$ cat config.mk
export PLATFORM = sky130hd
export DESIGN_NAME = imem_boot_loader
export DESIGN_NICKNAME = d
export VERILOG_FILES = /design/src/rtl/imem_boot_loader.sv
export SDC_FILE = /design/constraint.sdc
export NUM_CORES = 1
export LEC_CHECK = 0
export CAP_MARGIN = 20
export CORE_ASPECT_RATIO = 1.1
export CORE_MARGIN = 5
export CORE_UTILIZATION = 30
export DETAILED_ROUTE_END_ITERATION = 8
export GPL_TIMING_DRIVEN = 1
export PLACE_DENSITY = 0.58
export SLEW_MARGIN = 20
export SYNTH_ARGS = -nofsm -noshare
export SYNTH_HDL_FRONTEND = slang
export SYNTH_SLANG_ARGS = --single-unit
$ cat constraint.sdc
create_clock -name clk -period 4.1 [get_ports clk]
set_input_delay 1.23 -clock clk [delete_from_list [all_inputs] [get_ports clk]]
set_output_delay 1.23 -clock clk [all_outputs]
set_load 0.01 [all_outputs]
$ cat src/rtl/imem_boot_loader.sv
`default_nettype none
// ============================================================================
//  Module   : imem_boot_loader
//  Purpose  : Boot-time loader for the instruction memory. Takes a 16-bit
//             big-endian word count followed by big-endian instruction bytes
//             over a valid/ready byte stream. Each assembled 32-bit word goes
//             out through the memory write port. The CPU is held until the
//             declared number of words has been written.
//  Options  : LOADER_CHECKSUM_EN - expect one trailing byte equal to the XOR
//             of all data bytes. A mismatch ends the load in ERROR.
//  Revision : 1.0 - initial release
// ============================================================================
module imem_boot_loader #(
    parameter logic [31:0] BASE_ADDR = 32'h0000_0000,
    parameter int          MAX_WORDS = 256
) (
    input  logic        clk,
    input  logic        rst,
    input  logic        in_valid,
    input  logic [7:0]  in_byte,
    output logic        in_ready,
    input  logic        reload,
    output logic        mem_we,
    output logic [31:0] mem_addr,
    output logic [31:0] mem_wdata,
    output logic        cpu_hold,
    output logic        done,
    output logic        error
);

    // ------------------------------------------------------------------
    // State encoding
    // FIN is a one-cycle settle state. The final data write (or the
    // empty-program case) passes through it before DONE, so the last
    // mem_we strobe always comes strictly before cpu_hold is released.
    // ------------------------------------------------------------------
    localparam logic [2:0] c_LEN_HI = 3'd0;
    localparam logic [2:0] c_LEN_LO = 3'd1;
    localparam logic [2:0] c_DATA   = 3'd2;
    localparam logic [2:0] c_FIN    = 3'd3;
    localparam logic [2:0] c_DONE   = 3'd4;
    localparam logic [2:0] c_ERROR  = 3'd5;
`ifdef LOADER_CHECKSUM_EN
    localparam logic [2:0] c_CSUM   = 3'd6;
`endif

    localparam logic [16:0] c_MAX_WORDS = 17'(MAX_WORDS);

    logic [2:0]  state_q,    state_d;
    logic [15:0] len_q,      len_d;
    logic [1:0]  byte_cnt_q, byte_cnt_d;
    logic [15:0] word_cnt_q, word_cnt_d;
    logic [23:0] shift_q,    shift_d;
    logic        we_q,       we_d;
    logic [31:0] addr_q,     addr_d;
    logic [31:0] wdata_q,    wdata_d;
`ifdef LOADER_CHECKSUM_EN
    logic [7:0]  csum_q,     csum_d;
`endif

    logic        w_ready;
    logic        w_xfer;
    logic [15:0] w_len_new;
    logic [31:0] w_word_addr;
    logic        w_last_word;

    // Output decode: handshake and status flags follow the state directly
    always_comb begin
        w_ready  = (state_q == c_LEN_HI) || (state_q == c_LEN_LO) ||
`ifdef LOADER_CHECKSUM_EN
                   (state_q == c_CSUM) ||
`endif
                   (state_q == c_DATA);
        in_ready = w_ready;
        done     = (state_q == c_DONE);
        error    = (state_q == c_ERROR);
        cpu_hold = (state_q != c_DONE);
    end

    assign w_xfer      = in_valid & w_ready;
    assign w_len_new   = {len_q[15:8], in_byte};
    // Word address wraps modulo 2^32; no clamping is intended.
    assign w_word_addr = BASE_ADDR + {14'd0, word_cnt_q, 2'b00};
    assign w_last_word = (word_cnt_q == (len_q - 16'd1));

    assign mem_we    = we_q;
    assign mem_addr  = addr_q;
    assign mem_wdata = wdata_q;

    // Next-state logic: byte acceptance, word assembly, write scheduling
    always_comb begin
        state_d    = state_q;
        len_d      = len_q;
        byte_cnt_d = byte_cnt_q;
        word_cnt_d = word_cnt_q;
        shift_d    = shift_q;
        we_d       = 1'b0;
        addr_d     = addr_q;
        wdata_d    = wdata_q;
`ifdef LOADER_CHECKSUM_EN
        csum_d     = csum_q;
`endif
        case (state_q)
            c_LEN_HI: begin
                if (w_xfer) begin
                    len_d[15:8] = in_byte;
                    state_d     = c_LEN_LO;
                end
            end
            c_LEN_LO: begin
                if (w_xfer) begin
                    len_d[7:0] = in_byte;
                    if (w_len_new == 16'd0) begin
                        state_d = c_FIN;
                    end else if ({1'b0, w_len_new} > c_MAX_WORDS) begin
                        state_d = c_ERROR;
                    end else begin
                        state_d = c_DATA;
                    end
                end
            end
            c_DATA: begin
                if (w_xfer) begin
`ifdef LOADER_CHECKSUM_EN
                    csum_d = csum_q ^ in_byte;
`endif
                    if (byte_cnt_q == 2'd3) begin
                        // Fourth byte completes the word; strobe it next cycle
                        we_d       = 1'b1;
                        wdata_d    = {shift_q, in_byte};
                        addr_d     = w_word_addr;
                        word_cnt_d = word_cnt_q + 16'd1;
                        byte_cnt_d = 2'd0;
                        if (w_last_word) begin
`ifdef LOADER_CHECKSUM_EN
                            state_d = c_CSUM;
`else
                            state_d = c_FIN;
`endif
                        end
                    end else begin
                        shift_d    = {shift_q[15:0], in_byte};
                        byte_cnt_d = byte_cnt_q + 2'd1;
                    end
                end
            end
`ifdef LOADER_CHECKSUM_EN
            c_CSUM: begin
                if (w_xfer) begin
                    state_d = (in_byte == csum_q) ? c_DONE : c_ERROR;
                end
            end
`endif
            c_FIN: begin
                state_d = c_DONE;
            end
            c_DONE, c_ERROR: begin
                if (reload) begin
                    state_d    = c_LEN_HI;
                    len_d      = 16'd0;
                    byte_cnt_d = 2'd0;
                    word_cnt_d = 16'd0;
                    shift_d    = 24'd0;
                    addr_d     = BASE_ADDR;
`ifdef LOADER_CHECKSUM_EN
                    csum_d     = 8'd0;
`endif
                end
            end
            default: begin
                state_d = c_LEN_HI;
            end
        endcase
    end

    // State and datapath registers; reset drops any pending write at once
    always_ff @(posedge clk or posedge rst) begin
        if (rst) begin
            state_q    <= c_LEN_HI;
            len_q      <= 16'd0;
            byte_cnt_q <= 2'd0;
            word_cnt_q <= 16'd0;
            shift_q    <= 24'd0;
            we_q       <= 1'b0;
            addr_q     <= BASE_ADDR;
            wdata_q    <= 32'd0;
        end else begin
            state_q    <= state_d;
            len_q      <= len_d;
            byte_cnt_q <= byte_cnt_d;
            word_cnt_q <= word_cnt_d;
            shift_q    <= shift_d;
            we_q       <= we_d;
            addr_q     <= addr_d;
            wdata_q    <= wdata_d;
        end
    end

`ifdef LOADER_CHECKSUM_EN
    // Running XOR of data bytes, compared against the trailing byte
    always_ff @(posedge clk or posedge rst) begin
        if (rst) begin
            csum_q <= 8'd0;
        end else begin
            csum_q <= csum_d;
        end
    end
`endif

endmodule
`default_nettype wire

Yosys cells after proc, flatten, opt, wreduce, memory -nomap -nowiden

Index checks and enable logic that the tools add are counted.

Memory bits (read-only): 0
Output and inout bits: 69
Logic and storage cells: 75
RAM bits: 0
Latch bits: 0
Memories kept: 0
Register bits: 126
Input port bits: 12

Multiply operators: 0
Add/sub/neg operators: 3
Equality and inequality tests: 15
Bitwise logic cells: 1
Magnitude comparators: 1
Muxes and demuxes: 31
Reduce and logical (&&, ||, !) cells: 15
Divide/modulo/power cells: 0
Shift operators: 0

Operators with widths:

| cell                                                | count |
|---|---|
| two-way mux 32 bit                                  | 3 |
| two-way mux 24 bit                                  | 3 |
| case mux 32 bit (2 select lines)                    | 1 |
| two-way mux 16 bit                                  | 3 |
| case mux 24 bit (2 select lines)                    | 1 |
| case mux 16 bit (2 select lines)                    | 1 |
| case mux 8 bit (2 select lines)                     | 2 |
| two-way mux 3 bit                                   | 8 |
| adder 16 x 1 -> 16 bit, second input constant       | 1 |
| == test 16 bit                                      | 1 |
| > comparator 16 x 9 -> 1 bit, second input constant | 1 |
| logical NOT 16 bit                                  | 1 |
| subtractor 16 x 1 -> 16 bit, second input constant  | 1 |
| case mux 3 bit (5 select lines)                     | 1 |
| != test 2 bit, second input constant                | 6 |
| AND reduction 3 bit                                 | 4 |
| two-way mux 8 bit                                   | 1 |
| AND reduction 4 bit                                 | 2 |
| == test 3 x 2 -> 1 bit, second input constant       | 2 |
| == test 3 bit, second input constant                | 2 |
| two-way mux 2 bit                                   | 3 |
| AND reduction 6 bit                                 | 1 |
| nonzero test 2 bit                                  | 3 |
| case mux 2 bit (2 select lines)                     | 1 |
| other kinds (10)                                    | 13 |

Logic depth before layout (Yosys ltp)

Gate-level depths: netlist (run 1).

Word-level depth: 6
Gate-level depth with buffers: 9
Mapped depth without buffers: 8

Worst setup path after synthesis (run 1)

OpenSTA, ideal clock, no wires.

Path kind: input port to flip-flop
Start: input port in_byte[0]
End: register state_q[1]
Path buffers: 0
Arrival time: 2.487 ns
Library setup time: 0.078 ns
Required time: 4.022 ns
Setup slack: 1.535 ns
Stages on the path: 5
Cells stage by stage: nor4_1 a21boi_1 or3_1 or3_1 a21oi_1

Cells in the longest elaborated chain, start to end: 5
Elaborated cells between the ends (all ways): 6
Classes of those cells: order compare: 1; mux: 4; reduce/logical: 1

Ends and longest elaborated chain:

| item                                | RTL line | text |
|---|---|---|
| start, declared                     | 20       | `input logic [7:0] in_byte,` |
| > comparator 16 x 9 -> 1 bit        | 115      | `end else if ({1'b0, w_len_new} > c_MAX_WORDS) begin` |
| two-way mux 3 bit                   | 115      |  |
| two-way mux 3 bit (*)               | 113      | `if (w_len_new == 16'd0) begin` |
| two-way mux 3 bit (*)               | 111      | `if (w_xfer) begin` |
| case mux 3 bit (5 select lines) (*) | 103      | `case (state_q)` |
| end signal, assigned                | 179      | `state_q <= c_LEN_HI;` |
| end signal, assigned                | 188      | `state_q <= state_d;` |
| end, declared                       | 49       | `logic [2:0] state_q, state_d;` |

Every way passes the cells marked *; elsewhere a longest branch is shown, timed or not. The select of a mux whose other input is x is not followed.
A chain may end at the register's enable or synchronous reset.

Worst setup path in the final report (run 1)

Start: register state_q[2]
End: output port done

Cells in the longest elaborated chain, start to end: 1

Ends and longest elaborated chain:

| item          | RTL line | text |
|---|---|---|
| == test 3 bit | 75       | `done = (state_q == c_DONE);` |
| end, declared | 27       | `output logic done,` |

Every way passes these cells.

==> results of run 1 <==
stage by stage:
step	area, um^2	instances	total power, W	utilization [%]	hold slack [ps]
final	6280	882	0.00329	36.9	475
after global routing	6280	882	0.00352	36.9	498
after CTS	6280	882	0.00333	36.9	483
after detailed placement	6000	866	0.00247	35.2	463
after global placement	6000	866	0.00243	35.2	465
after floorplan	5260	609	0.00219	-	437
final cells by class:
type / instances / area (um^2) / area share (%)
repair buffers: 70 / 698 / 11.1
multi-input cells: 440 / 2200 / 35.1
flip-flops and latches: 110 / 2750 / 43.8
clock buffers: 10 / 229 / 3.64
inverters: 12 / 48.8 / 0.776
clock inverters: 6 / 58.8 / 0.936
well taps: 234 / 293 / 4.66
worst max path at each step:
stage / from / endpoint / slack, ps / cells past startpoint
2_1_floorplan: rst / byte_cnt_q[0] / 1540 / 1
3_3_place_gp: reload / word_cnt_q[15] / 710 / 7
3_5_place_dp: reload / word_cnt_q[15] / 660 / 7
4_1_cts: state_q[2] / done / 770 / 5
5_1_grt: state_q[2] / done / 620 / 5
6_report: state_q[2] / done / 780 / 5
cells in the final DEF (no fill, tap or decap), types with 2 or more instances in the layout:
master,Yosys,final
clkinv_4,0,3
or4_4,2,2
nand2_1,205,204
o31ai_1,2,2
or3_1,7,7
nor2_1,19,19
o21a_1,2,2
conb_1,1,16
nand3_1,29,29
nand2b_1,3,3
xnor2_1,18,18
nor4_1,10,10
buf_4,17,5
clkbuf_16,0,9
ha_1,3,3
and3b_1,2,2
a21o_1,5,5
dfrtp_1,110,110
inv_1,11,10
nand4_1,4,4
a31oi_1,5,5
o21ai_0,56,56
nor3_1,6,6
nor3b_1,2,2
clkdlybuf4s50_1,0,64
or2_1,2,2
or4_1,2,2
mux2i_1,2,2
a21oi_1,12,12
and3_1,2,2
xor2_1,9,9
per-layer routing:
| metal | vias up | global-route usage [%] |
|---|---|---|
| met1 | 1948 | 18.0 |
| met4 | 0 | 3.68 |
| met3 | 11 | 3.08 |
| li1 | 2036 | - |
| met5 | - | 0 |
| met2 | 91 | 21.3 |
sequential cells by signal, summed over array words and instances (netlist names):
name	flops
mem_wdata	32
shift_q	24
len_q	16
mem_addr	16
word_cnt_q	16
state_q	3
byte_cnt_q	2
mem_we	1
cell families after synthesis:
logic type | count (synthesis)
buffers and inverters | 59
and+or+nand+nor | 302
DFF | 110
AOI/OAI and AO/OA | 90
adders and majority gates | 3
other | 1
xor gates and xnor gates | 27
muxes | 2
worst reg2reg max path, delay by kind of cell (launching register included):
kind / cells / cell delay [ps]
AOI/OAI and AO/OA: 2 / 340
DFF: 1 / 490
and+or+nand+nor: 4 / 1630
power breakdown:
| group | switching (W) | internal (W) | total (W) | leakage (nW) |
|---|---|---|---|---|
| clock network | 0.000415 | 0.000424 | 0.000839 | 0.141 |
| registers | 0.000221 | 0.00127 | 0.00149 | 1.49 |
| logic | 0.000574 | 0.000380 | 0.000954 | 1.26 |
| total | 0.00121 | 0.00208 | 0.00329 | 2.89 |
==> results.md, run 1 <==
- Status: finished, final reports clean
- Port Buf Inserts: 64
- TritonCTS clock tree: yes
- Final setup fails: 0
- Full die area: 20100 um^2
- Pin count of the biggest net entering global routing: between 100 and 150
- Die Wd: about 140 um
- Placer Congestion: 0.834
- Reg-to-reg endpoint: state_q[0]
- CTS sink count: 110
- Area share of the largest cell type after synthesis: between 50% and 60%
- Power density cells: roughly 520 nW/um^2
- FMAX: approximately 300 MHz
- Max Slew Vio Count: 0
- Vias per cell: about 4.6
- RSZ-0062 raised after global routing: false
- Clk_lat worst skew: approximately 360 ps
- Netlist Area Pre-Place: 5200 um^2
- Least-Margin Pin Slew: 856 ps
- Crit-path most repeated cell: inv_1
- Die height: between 100 and 150 um
- Post-Syn Instances: about 590
- Number of global-route vias before repair: 4156
- Crit-path cells: inv_1 -> nor2_1 -> nand2_1 -> inv_1 -> clkdlybuf4s50_1
- Final hold vios: 0
- CTS root buffer: clkbuf_16
- Routed length on met1: 6110 um
- Crit Path Category: reg2out
- Worst hold path type: reg2reg
- End of the worst hold path: mem_wdata[28]
- Startpoint Class: register
- Largest family of logic cells by synthesized area: simple AND/OR/NAND/NOR gates
- Hold Path Depth: 2
- Routed Antenna Nets: 0
- Post-DP HPWL: between 9000 and 10000 um
- Critical Path Sink Type: primary output
- Maximum vdd drop: between 0.0002 and 0.0003 V
- Hold-fix buffers, CTS: 0
- R2r worst-path depth: 6
- Final worst-path cycle share: 81.1%
- Vias: a little over 4000
- CTS Buf Count: 9
- Synth Area in XOR/XNOR: under 10%
- First-pass GRT wire length: roughly 21000 um
- Slowest stage cell, crit path: clkdlybuf4s50_1
- Fill cells: between 1500 and 2000
- Minimum clock period: between 3000 and 4000 ps
- Synth-to-Final Area Change: 20.9%
- Drt drc: 0
- Count leader, synth: nand2_1
- Commonest register cell after synthesis: dfrtp_1
- WP buf/inv: 3
- Netlist cell types: 48
- Asr flop ratio synth: 100%
- Initial DRC count: 283
- N_diodes: 0
- Max-Cap Viols: 0
- Area fraction in compound gates after synthesis: 10.1%
- Sequential area share after synthesis: between 50 and 60%
- Yosys reg bits: between 100 and 150
- Mean routed wirelength per cell: between 10 and 15 um
- Leak: 2.89 nW
- Pre-CTS setup slack: 656 ps
- Setup Skew: about 7.0 ps
- Routed WL: 12900 um
- # IOs: a little over 80
- Top delay family on crit path: buffers and inverters
- Crit path DAT: approximately 2100 ps
- Post-Synth Simple-Gate Area: roughly a quarter
- GRT Util Overall: a little over an eighth
- GR Overflow Total: 0
- Core box area: between 15000 and 20000 um^2
- Adder-Cell Fraction of Synth Area: less than 1%
- Met3 Wirelength: roughly 580 um
- HP Start: mem_wdata[28]
- Fin nets: about 660
- First-pass iteration count of the detailed router: 4
- DR top layer: met4
- Post-CTS Setup Bufs: 0
- Layout cell share with drive strength beyond 1: 4.17%
- Synth Area per Inst: 8.75 um^2
- R2R Path Start: len_q[4]
- Critical Path Max Stage Delay: about 530 ps
- Post-synth top cells: nand2_1 (205), dfrtp_1 (110), o21ai_0 (56)
- Max_slew headroom: between 40% and 50%
- R2R Setup Slk: approximately 1600 ps
- WL met2: between 6000 and 7000 um
- Number of synthesized flops with an enable pin: 0
- Crit Path Max Fanout: 10
- CTS resizes: 0
- Largest cells by area after synthesis: dfrtp_1 (53%), nand2_1 (15%), o21ai_0 (5.4%)
- Site row count: 50
- Critical path data required time: 2870 ps
- Cell taking the most area after synthesis: dfrtp_1
- Mux contribution to synthesized area: less than 1%
- CTS H-tree depth: 3
- Clock transition at path regs: ~70 ps
- Yosys warns: 0
- Initial Utilization: just over 30%
- Setup TNS: 0 ps
- CTS Buffer Depth: 2
- Initial antenna violation count: 0
- Final WS setup: about 780 ps
No activity file was read; power rests on OpenSTA's default activity.
==> run 2: changes to the inputs <==
Settings changed: PLACE_DENSITY 0.58 to 0.57.
Clock period 4.1 ns to 3.4 ns, I/O delays scaled along.
==> results.md, run 2 (synthesis results as in run 1) <==
- Layout cell share with drive strength beyond 1: 4.90% (+0.73 points)
- Post-DP HPWL: 9280 um (+0.35%)
- HP Start: shift_q[16]
- Pre-CTS setup slack: 331 ps (-324 ps)
- Placer Congestion: 0.843 (+1.1%)
- Initial antenna violation count: 0 (unchanged)
- Initial DRC count: 303 (+7.1%)
- Critical path data required time: 2380 ps (-490 ps)
- Tot Pwr: 0.00406 W (+24%)
- N_diodes: 0 (unchanged)
- Max_slew headroom: 49.3% (+6.9 points)
- Number of global-route vias before repair: 4109 (-1.1%)
- Final worst-path cycle share: 86.6%
- CTS root buffer: clkbuf_16
- Max-Cap Viols: 0 (unchanged)
- R2r worst-path depth: 6 (unchanged)
- Maximum vdd drop: 0.000255 V (-3.4%)
- Routed WL: 12700 um (-0.96%)
- Clock transition at path regs: 70 ps (about the same)
- Port Buf Inserts: 64 (unchanged)
- CTS sink count: 110 (unchanged)
- Most common library cell in the layout ignoring fill and taps: nand2_1
- Fin nets: 663 (+0.76%)
- GRT Util Overall: 12.9% (-0.33 points)
- Setup TNS: 0 ps (unchanged)
- Power density cells: 639 nW/um^2 (+22%)
- GR Overflow Total: 0 (unchanged)
- CTS H-tree depth: 3 (unchanged)
- RSZ-0062 raised after global routing: false
- Drt drc: 0 (unchanged)
- TritonCTS clock tree: yes
- FMAX: ~340 MHz
- Site row count: 50 (unchanged)
- Synth-to-Final Area Change: 22.3%
- Vias per cell: 4.64 (+0.17%)
- CTS resizes: 0 (unchanged)
- Clk_lat worst skew: 340 ps (-20 ps)
- # IOs: 81 (unchanged)
- Vias: 4116 (+0.73%)
- Post-layout util: 37.4% (+0.43 points)
- Routed Antenna Nets: 0 (unchanged)
- Fill cells: 1762 (-1.2%)
- Initial Utilization: 30.6% (unchanged)
- Pin count of the biggest net entering global routing: 74 (-33%)
- Crit Path Max Fanout: 10 (unchanged)
- CP Capture Point: done
- Most frequent cells in the layout: nand2_1 (204), dfrtp_1 (110), clkdlybuf4s50_1 (64), o21ai_0 (56), nand3_1 (29)
- CTS Buf Count: 9 (unchanged)
- Startpoint Class: register
- Final hold vios: 0 (unchanged)
- Hold-fix buffers, CTS: 0 (unchanged)
- Crit. Startpoint: state_q[2]
- Status: finished, final reports clean
- R2R Setup Slk: 870 ps (-710 ps)
- Mean routed wirelength per cell: 14.4 um (-1.5%)
- Max Slew Vio Count: 0 (unchanged)
- Minimum clock period: between 2000 and 3000 ps
- Die Wd: 136 um (unchanged)
- Post-CTS Setup Bufs: 0 (unchanged)
- Die height: 148 um (unchanged)
- First-pass iteration count of the detailed router: 6 (+2)
- Number of flip-flops in the largest register: 32 (unchanged)
- Reg-to-reg endpoint: state_q[0]
- Final WS setup: 454 ps (-322 ps)
- Crit path DAT: 1930 ps (-160 ps)
- Final setup fails: 0 (unchanged)
- Setup Skew: 6.57 ps (-0.397 ps)
- R2R Path Start: len_q[4]
- Crit Path Category: reg2out
- Register area: 2750 um^2 (unchanged)
- Leak: 2.93 nW (+1.4%)
- Worst hold path type: reg2reg
- Critical Path Sink Type: primary output
- CTS Buffer Depth: 2 (unchanged)
- Core box area: 17000 um^2 (unchanged)
- Least-Margin Pin Slew: 753 ps (-103 ps)
- Full die area: 20100 um^2 (unchanged)
- First-pass GRT wire length: 21100 um (-0.33%)
- Multi-input gate area: 2200 um^2 (unchanged)
-- run 2: changes by cell type in the layout (fill, tap and decap cells not counted) --
cell,previous run,this run
clkinvlp_4,1,2
buf_4,5,9
clkbuf_8,0,2
clkinv_8,1,0
clkinv_4,3,0
bufinv_16,0,1
buf_12,1,2
-- run 2: worst min path at each step --
stage	to	cells after the start
after CTS	mem_wdata[24]	2
final	mem_wdata[24]	2
after global routing	mem_wdata[30]	2
after floorplan	mem_wdata[31]	2
after global placement	mem_wdata[29]	2
after detailed placement	mem_wdata[8]	2
-- run 2: routing by layer --
metal  track usage [%]  share of wire [%]  vias up
li1                  -                  -     2051
met1              17.8                 48     1964
met2              20.8                 47       94
met3              2.27                4.2        7
met4              4.08                1.2        0
met5                 0                  0        -
-- run 2: cell type report --
cell class / instances / share of cell area (%)
inverter: 12 / 0.768
timing repair buffer: 75 / 11.8
sequential: 110 / 43.3
tap: 234 / 4.61
multi-input combinational: 440 / 34.7
clock buffer: 12 / 4.03
clock inverter: 4 / 0.846
-- run 2: through the flow --
stage               area, um^2  std cells  hold WS (ps)
floorplan                 5260        609           437
global placement          6050        871           465
detailed placement        6050        871           462
CTS                       6360        887           480
global route              6360        887           495
finish                    6360        887           475
-- run 2: where the power goes --
group          internal [W]  switching, W
combinational      0.000480      0.000687
sequential          0.00154      0.000273
clock              0.000616      0.000470
-- run 2: worst max-delay path, stage by stage, from the launching register on --
cell and delay (ps):
dfrtp_1 510, inv_1 140, nor2_1 120, buf_4 140
nand2_1 90, inv_1 70, clkdlybuf4s50_1 520
==> run 3: changes to the inputs <==
Settings changed: CAP_MARGIN 20 to default, CORE_MARGIN 5 to default.
==> results.md, run 3 (synthesis results as in run 1) <==
- Clock transition at path regs: 70 ps (about the same)
- Most frequent cells in the layout: nand2_1 (204), dfrtp_1 (110), clkdlybuf4s50_1 (64), o21ai_0 (56), nand3_1 (29)
- Full die area: 17900 um^2 (-11%)
- Vias per cell: 4.65 (+0.30%)
- Slowest stage cell, crit path: clkdlybuf4s50_1
- First-pass iteration count of the detailed router: 4 (-2)
- Clock power share: 24.7% (-2.0 points)
- Placer Congestion: 0.808 (-4.2%)
- Design internal power: 0.00254 W (-3.4%)
- Number of flip-flops in the largest register: 32 (unchanged)
- Setup TNS: 0 ps (unchanged)
- RSZ-0062 raised after global routing: false
- WP buf/inv: 4 (unchanged)
- Mean routed wirelength per cell: 13.9 um (-3.4%)
- Final hold vios: 0 (unchanged)
- Pre-CTS setup slack: 377 ps (+45.5 ps)
- CTS root buffer: clkbuf_16
- Power density cells: 628 nW/um^2 (-1.7%)
- Clk_lat worst skew: 350 ps (about the same)
- Crit Path Max Fanout: 10 (unchanged)
- Flop pwr share: 45.6% (+1.1 points)
- Core box area: 17000 um^2 (unchanged)
- Net switching power: 0.00144 W (+0.48%)
- Site row count: 50 (unchanged)
- Combinational fraction of design power: 29.7% (+1.0 points)
- Post-layout util: 37.2% (-0.12 points)
- CTS resizes: 0 (unchanged)
- Number of global-route vias before repair: 3938 (-4.2%)
- Initial Utilization: 30.6% (unchanged)
- Synth-to-Final Area Change: 21.9%
- Final setup fails: 0 (unchanged)
- Port Buf Inserts: 64 (unchanged)
- Register area: 2750 um^2 (unchanged)
- FMAX: 339 MHz (-0.23%)
- Routed Antenna Nets: 0 (unchanged)
- Max-Cap Viols: 0 (unchanged)
- Inst Count DP: 873 (+0.23%)
- GRT Util Overall: 14.5% (+1.6 points)
- Startpoint Class: register
- GR Overflow Total: 0 (unchanged)
- Setup Skew: 10.5 ps (+3.91 ps)
- Post-DP HPWL: 9100 um (-2.0%)
- N_diodes: 0 (unchanged)
- Crit-path most repeated cell: inv_1
- Critical Path Sink Type: primary output
- First-pass GRT wire length: 20500 um (-3.1%)
- CTS H-tree depth: 3 (unchanged)
- Critical path data required time: 2380 ps (about the same)
- Top delay family on crit path: buffers and inverters
- Worst hold path type: reg2reg
- Least-Margin Pin Slew: 752 ps (-1.22 ps)
- Final WS setup: 447 ps (-6.93 ps)
- Hold-fix buffers, CTS: 0 (unchanged)
- Crit Path Category: reg2out
- Fill cells: 1776 (+0.79%)
- Initial antenna violation count: 0 (unchanged)
- Max Slew Vio Count: 0 (unchanged)
- Final hold slack: 474 ps (-0.580 ps)
- CTS Buffer Depth: 2 (unchanged)
- Minimum clock period: 2950 ps (+6.92 ps)
- CTS Buf Count: 9 (unchanged)
- Leak: 2.92 nW (-0.21%)
- Final Instance Count excl. Fillers: 888 (+0.11%)
- Layout cell share with drive strength beyond 1: 5.05% (+0.15 points)
- Critical Path Max Stage Delay: 530 ps (about the same)
- Post-CTS Setup Bufs: 0 (unchanged)
- Die Wd: 128 um (-5.9%)
- Status: finished, final reports clean
- Drt drc: 0 (unchanged)
- Most common library cell in the layout ignoring fill and taps: nand2_1
- CTS sink count: 110 (unchanged)
- Final worst-path cycle share: 86.8% (+0.20 points)
- Max_slew headroom: 49.4% (+0.082 points)
- TritonCTS clock tree: yes
- Vias: 4133 (+0.41%)
- # IOs: 81 (unchanged)
- Initial DRC count: 208 (-31%)
- Die height: 140 um (-5.4%)
- Crit path DAT: 1930 ps (about the same)
- Fin nets: 665 (+0.30%)
- Multi-input gate area: 2200 um^2 (unchanged)
- Pin count of the biggest net entering global routing: 62 (-16%)
- Maximum vdd drop: 0.000249 V (-2.1%)
- Crit-path cells: inv_1 -> nor2_1 -> buf_4 -> nand2_1 -> inv_1 -> clkdlybuf4s50_1
- Routed WL: 12300 um (-3.3%)
- Sw frac: 36.1% (+0.90 points)
[run 3: worst reg2reg max path: stages, from the launching register on]
cell     delay [ps]
dfrtp_1         470
or4_4           570
or3_1           400
or4_1           510
a31oi_1         190
nand4_1         140
a21oi_1         160
[run 3: power by group through the flow]
| stage | Combinational (W) | Clock, W | Sequential [W] |
|---|---|---|---|
| after floorplan | 0.000927 | 0 | 0.00172 |
| after detailed placement | 0.00119 | 0 | 0.00183 |
| final | 0.00118 | 0.000984 | 0.00181 |
| after global routing | 0.00134 | 0.00107 | 0.00185 |
| after CTS | 0.00119 | 0.00101 | 0.00181 |
| after global placement | 0.00116 | 0 | 0.00182 |
[run 3: path summary, 6_finish.rpt]
kind / from / end / slack, ps / depth (start not counted)
worst max-delay path: state_q[2] / done / 450 / 6
worst min-delay path: shift_q[21] / mem_wdata[29] / 470 / 2
worst max register to register: len_q[4] / state_q[0] / 900 / 6
worst min register to register: shift_q[21] / mem_wdata[29] / 470 / 2
max in group asynchronous: rst / mem_wdata[1] / 1510 / 4
min in group asynchronous: rst / mem_addr[9] / 1060 / 2
[run 3: layout make-up]
cell class / count / area share, %
sequential: 110 / 43.4
multi-input combinational: 440 / 34.8
timing repair buffer: 77 / 12.0
tap: 234 / 4.62
clock buffer: 11 / 3.83
inverter: 12 / 0.770
clock inverter: 4 / 0.513
[run 3: per-stage QoR]
step	instance area (um^2)	total power, W
global placement	6060	0.00297
CTS	6340	0.00401
finish	6340	0.00398
detailed placement	6060	0.00302
floorplan	5260	0.00264
global route	6340	0.00426
[run 3: layer usage]
metal  global-route usage (%)  part of all wire [%]  up-vias
li1                         -                     -     2060
met1                     20.3                    48     1988
met2                     22.6                    46       74
met3                     2.67                   3.9       11
met4                     4.95                   1.6        0
met5                        0                     0        -
